--- src/rtl/lfsr_word_packer.sv ---
// Packs consecutive Galois LFSR samples into words and streams them through
// a small first-word-fall-through FIFO; each start pulse yields word_count words.
module lfsr_word_packer #(
  parameter int unsigned LFSR_WIDTH = 16,
  parameter int unsigned WORD_WIDTH = 32,
  parameter int unsigned FIFO_DEPTH = 8
) (
  input  logic                         clk,
  input  logic                         rst,
  input  logic                         start,
  input  logic [15:0]                  word_count,
  input  logic [LFSR_WIDTH-1:0]        lfsr_out,
  output logic                         lfsr_enable,
  output logic [WORD_WIDTH-1:0]        m_data,
  output logic                         m_valid,
  input  logic                         m_ready,
  output logic                         busy,
  output logic                         done,
  output logic [$clog2(FIFO_DEPTH):0]  fifo_level
);

  localparam int unsigned RATIO = WORD_WIDTH / LFSR_WIDTH;
  localparam int unsigned SLW   = (RATIO > 1) ? $clog2(RATIO) : 1;
  localparam int unsigned PTRW  = $clog2(FIFO_DEPTH);
  localparam int unsigned LVLW  = PTRW + 1;
  localparam int unsigned CNTW  = 16;

  typedef enum logic [1:0] {
    ST_IDLE  = 2'd0,
    ST_FILL  = 2'd1,
    ST_DRAIN = 2'd2,
    ST_DONE  = 2'd3
  } state_e;

  state_e                state_q, state_d;
  logic [SLW-1:0]        slice_q, slice_d;
  logic [WORD_WIDTH-1:0] asm_q, asm_d;
  logic [CNTW-1:0]       remain_q, remain_d;
  logic [PTRW-1:0]       wr_ptr_q, wr_ptr_d;
  logic [PTRW-1:0]       rd_ptr_q, rd_ptr_d;
  logic [LVLW-1:0]       level_q, level_d;
  logic [WORD_WIDTH-1:0] mem_q [FIFO_DEPTH];

  logic push_c;
  logic pop_c;
  logic full_c;
  logic empty_c;

  // Next-state, sample assembly and stream handshake decode
  always_comb begin
    state_d     = state_q;
    slice_d     = slice_q;
    asm_d       = asm_q;
    remain_d    = remain_q;
    push_c      = 1'b0;
    lfsr_enable = 1'b0;
    full_c      = (level_q == LVLW'(FIFO_DEPTH));
    empty_c     = (level_q == '0);
    pop_c       = !empty_c && m_ready;

    case (state_q)
      ST_IDLE: begin
        if (start) begin
          remain_d = word_count;
          slice_d  = '0;
          state_d  = (word_count == '0) ? ST_DONE : ST_FILL;
        end
      end
      ST_FILL: begin
        // Advancing only when not full keeps every sample and never overflows
        lfsr_enable = !full_c;
        if (!full_c) begin
          for (int unsigned s = 0; s < RATIO; s++) begin
            if (slice_q == SLW'(s)) begin
              asm_d[s*LFSR_WIDTH +: LFSR_WIDTH] = lfsr_out;
            end
          end
          if (slice_q == SLW'(RATIO - 1)) begin
            push_c   = 1'b1;
            slice_d  = '0;
            remain_d = remain_q - CNTW'(1);
            if (remain_q == CNTW'(1)) begin
              state_d = ST_DRAIN;
            end
          end else begin
            slice_d = slice_q + SLW'(1);
          end
        end
      end
      ST_DRAIN: begin
        // Leave on the edge that pops the final word so done follows it directly
        if (empty_c || ((level_q == LVLW'(1)) && pop_c)) begin
          state_d = ST_DONE;
        end
      end
      ST_DONE: begin
        state_d = ST_IDLE;
      end
      default: begin
        state_d = ST_IDLE;
      end
    endcase
  end

  // FIFO pointer and occupancy update
  always_comb begin
    wr_ptr_d = wr_ptr_q;
    rd_ptr_d = rd_ptr_q;
    level_d  = level_q;
    if (push_c) begin
      wr_ptr_d = wr_ptr_q + PTRW'(1);
    end
    if (pop_c) begin
      rd_ptr_d = rd_ptr_q + PTRW'(1);
    end
    case ({push_c, pop_c})
      2'b10:   level_d = level_q + LVLW'(1);
      2'b01:   level_d = level_q - LVLW'(1);
      default: level_d = level_q;
    endcase
  end

  always_ff @(posedge clk) begin
    if (rst) begin
      state_q  <= ST_IDLE;
      slice_q  <= '0;
      asm_q    <= '0;
      remain_q <= '0;
      wr_ptr_q <= '0;
      rd_ptr_q <= '0;
      level_q  <= '0;
    end else begin
      state_q  <= state_d;
      slice_q  <= slice_d;
      asm_q    <= asm_d;
      remain_q <= remain_d;
      wr_ptr_q <= wr_ptr_d;
      rd_ptr_q <= rd_ptr_d;
      level_q  <= level_d;
    end
  end

  // Storage needs no reset: entries are only read while occupancy covers them
  always_ff @(posedge clk) begin
    if (push_c) begin
      mem_q[wr_ptr_q] <= asm_d;
    end
  end

  assign m_valid    = !empty_c;
  assign m_data     = empty_c ? '0 : mem_q[rd_ptr_q];
  assign busy       = (state_q == ST_FILL) || (state_q == ST_DRAIN);
  assign done       = (state_q == ST_DONE);
  assign fifo_level = level_q;

endmodule

--- config.mk ---
export PLATFORM = sky130hd
export DESIGN_NAME = lfsr_word_packer
export DESIGN_NICKNAME = d
export VERILOG_FILES = /design/src/rtl/lfsr_word_packer.sv
export SDC_FILE = /design/constraint.sdc
export NUM_CORES = 1
export LEC_CHECK = 0
export ABC_AREA = 1
export BUFFER_PORTS_ARGS = -buffer_cell sky130_fd_sc_hd__buf_2
export CAP_MARGIN = 30
export CORE_MARGIN = 2
export CORE_UTILIZATION = 35
export CTS_CLUSTER_DIAMETER = 30
export DETAILED_ROUTE_END_ITERATION = 12
export SLEW_MARGIN = 20
export SYNTH_ARGS = -nofsm -noshare
export SYNTH_HDL_FRONTEND = slang
export SYNTH_SLANG_ARGS = --single-unit
export TNS_END_PERCENT = 30
--- constraint.sdc ---
create_clock -name clk -period 3.06 [get_ports clk]
set_input_delay 0 -clock clk [delete_from_list [all_inputs] [get_ports clk]]
set_output_delay 0 -clock clk [all_outputs]
set_load 0.1 [all_outputs]
==> flow_summary.toml <==
[clock_tree]
post-cts-setup-buffers = 0
cts_tree = "done"
hold_buffers = 36
clkLatencyLatePin_ps = 570
root_buffer = "clkbuf_16"
ctsResizeCount = 0
clk_pin_slew_ps = 50
cts_buffers = 59
clock_path_buffers = 3
clock-sinks = 320
cts_max_level = 2

[grt]
grt_start_max_net_pins = 86
grt_pass1_wl_um = 52600
grt_usage_pct = 16.8
grt_antenna_before_repair = 2
grt_overflow = 0
grt_pass1_vias = 9227

[critical_path]
regToRegSetupSlack_ps = 500
worstRegToRegCells = 9
crit_end = "m_data[19]"
r2r_start = "fifo_level[0]$_SDFFE_PP0P_"
endpoint_kind = "output port"
required_ps = 3060
crit_fanout = 79
start_kind = "register"
worstSetupPathType = "register to output port"
r2r_end = "mem_q[6][1]$_DFFE_PP_"
cp_data_arrival_time_ps = 2780

[place]
pre_cts_ws_ps = 497
routabilityCongestion = 0.833
post-dp-hpwl_um = 20100
placed_area_um2 = 14800
io_buffers = 75

[route]
first_pass_iters = 5
drt_iter0_markers = 617
viasPerCell = 4.84
vias = 9515
wl_um = 34200
routedWlPerCell_um = 17.4
route.detailed.drc = 0
ant_nets = 0

[die]
dieHeight_um = 201
die_area_um2 = 40400
placement_rows = 72
initial_core_util_pct = 35.3
coreArea_um2 = 38500
die_x_um = 201
num_io_pins = 76

[power]
p_switching_mw = 7.30
leakagePower_nw = 6.40
p_per_area_nw_per_um2 = 1090
seq_power_share_pct = 30.8
clockPowerShare_pct = 34.8
intPower_mw = 11.4
peakVddDrop_v = 0.000506
p_sw_share_pct = 39.0
p_comb_share_pct = 34.4

[timing]
rsz0062_at_grt = "no"
period_minus_slack_ps = 2780
setup_violations = 0
fmax_mhz = 360
slew_violations = 0
finalWorstSetupSlack_ps = 281
slew_headroom_pct = 47.0
hold_viol_final = 0
skew_ps = 20.2
fin_hold_ws_ps = 259
fin_crit_sh_pct = 90.8
worstMarginPinSlew_ps = 794

[logic_synthesis]
synth_top_area_cell = "edfxtp_1"
syn_area_um2 = 13600
synth_nets = 1308
synth_edf_count = 256
ys_types = 34
synthFlopType = "edfxtp_1"
yosys.area.top_type_share_pct = 56.6
synth_area_leaders = "edfxtp_1 57%, dfxtp_1 9.4%, nor2_1 8.5%"
postSynth.asyncResetShare_pct = 0
yosysSeqAreaShare_pct = 66.0
yosys_warnings = 0
netlist_instances = 1260
ys_seq_elements = 320
synth.avg_cell_area_um2 = 10.8

[run_status]
status = "finished, final reports clean"

[layout]
final_area_um2 = 17100
final_util_pct = 44.6
nets = 1444
drive_above_1_share_pct = 19.1
area_growth_pct = 26.2

[worst_hold_path]
min_path_type = "input pin to register"

[flow_run]
maxCapViolCount = 0
-- placed cells by master, fill, tap and decap left out, types with 2 or more instances in the layout --
cell           instances
clkbuf_1              14
nor3_1                 2
inv_6                  6
nand3_1               21
clkinv_2               6
buf_12                10
o22ai_1                5
o21ai_1               21
buf_2                 75
a211oi_1              14
nor2_2                 5
clkinvlp_4             8
or2_2                 17
nand4_1                2
a21oi_1               46
clkinv_4               6
clkinv_1               4
nor2_4                19
dfxtp_1               62
ha_1                  12
inv_1                 85
xor2_1                 5
nor2_1               292
dfxtp_4                2
o21ai_0              170
dlygate4sd3_1         36
or2_1                 17
inv_2                  6
edfxtp_1             256
nand2_2                3
nand2_1               71
bufinv_16              9
o32ai_1               32
a211oi_2              18
buf_4                 25
clkbuf_16             59
-- per-stage QoR --
step           instances  TNS [ps]  total power, mW
6_report            1966         0             18.7
5_1_grt             1966         0             19.6
4_1_cts             1965         0             18.8
3_5_place_dp        1817         0             12.3
3_3_place_gp        1817         0             12.2
2_1_floorplan       1260    -80860             10.8
-- how the worst min path moves through the flow --
stage,cells after the start,slack [ps],from,endpoint
global placement,3,290,word_count[5],remain_q[5]$_SDFFE_PP0P_
global route,4,300,word_count[4],remain_q[4]$_SDFFE_PP0P_
detailed placement,3,300,word_count[4],remain_q[4]$_SDFFE_PP0P_
floorplan,2,170,word_count[2],remain_q[2]$_SDFFE_PP0P_
CTS,4,240,word_count[4],remain_q[4]$_SDFFE_PP0P_
finish,4,260,word_count[4],remain_q[4]$_SDFFE_PP0P_
-- cells in the mapped netlist (5+ instances only) --
| library cell | count |
|---|---|
| o21ai_1 | 21 |
| inv_1 | 86 |
| nor2_1 | 309 |
| o22ai_1 | 5 |
| clkbuf_1 | 32 |
| or2_1 | 17 |
| a21oi_1 | 46 |
| buf_4 | 6 |
| a211oi_1 | 14 |
| a211oi_2 | 18 |
| dfxtp_1 | 64 |
| o32ai_1 | 32 |
| edfxtp_1 | 256 |
| inv_2 | 6 |
| or2_2 | 17 |
| nor2_2 | 5 |
| o21ai_0 | 170 |
| buf_6 | 5 |
| nand3_1 | 21 |
| ha_1 | 12 |
| buf_2 | 26 |
| xor2_1 | 5 |
| nand2_1 | 71 |
-- cell families (layout without fill, tap and decap cells) --
logic type | count (synthesis) | after routing | synth area share (%)
other | 0 | 1 | 0
flip-flops | 320 | 320 | 66.0
XOR/XNOR | 6 | 6 | 0.387
multiplexers | 1 | 1 | 0.0737
buffers and inverters | 163 | 350 | 5.28
adder cells (fa/ha/maj) | 12 | 12 | 1.10
AO/OA/AOI/OAI | 307 | 307 | 13.5
AND/OR/NAND/NOR | 451 | 451 | 13.7
-- layout make-up --
type                            instances  area [um^2]
Inverter                               92          347
Antenna cell                            1         2.50
Fill cell                            3494        21300
Multi-Input combinational cell        777         4030
Sequential cell                       320         8980
Timing Repair Buffer                  146         1120
Clock inverter                         38          475
Clock buffer                           74         1540
Tap cell                              518          648
-- metal layers --
| layer | GRT usage [%] | share of wire, % | vias up |
|---|---|---|---|
| li1 | - | - | 4673 |
| met1 | 23.4 | 47 | 4528 |
| met2 | 27.0 | 46 | 263 |
| met3 | 2.91 | 5.4 | 51 |
| met4 | 4.66 | 1.8 | 0 |
| met5 | 0 | 0 | - |
-- sequential cells by signal (all words and copies together), names as in the netlist, named ones only --
name,count
fifo_level,4
slice_q,1
mem_q,256
rd_ptr_q,3
wr_ptr_q,3
remain_q,16
asm_q,32
state_q,2
-- power groups by stage --
stage | registers [mW] | logic (mW) | clock network (mW)
floorplan | 5.76 | 5.06 | 0
global placement | 5.84 | 6.33 | 0
detailed placement | 5.85 | 6.41 | 0
CTS | 5.77 | 6.48 | 6.58
global route | 5.81 | 7.03 | 6.78
finish | 5.77 | 6.43 | 6.50
-- worst max-delay path, stage by stage, from the launching register on --
cell	delay (ps)
dfxtp_4	530
buf_12	350
nor2_1	90
nor2_1	80
o21ai_0	80
o21ai_0	90
o21ai_0	100
nor2_1	340
buf_2	500
No activity file was read; power rests on OpenSTA's default activity.
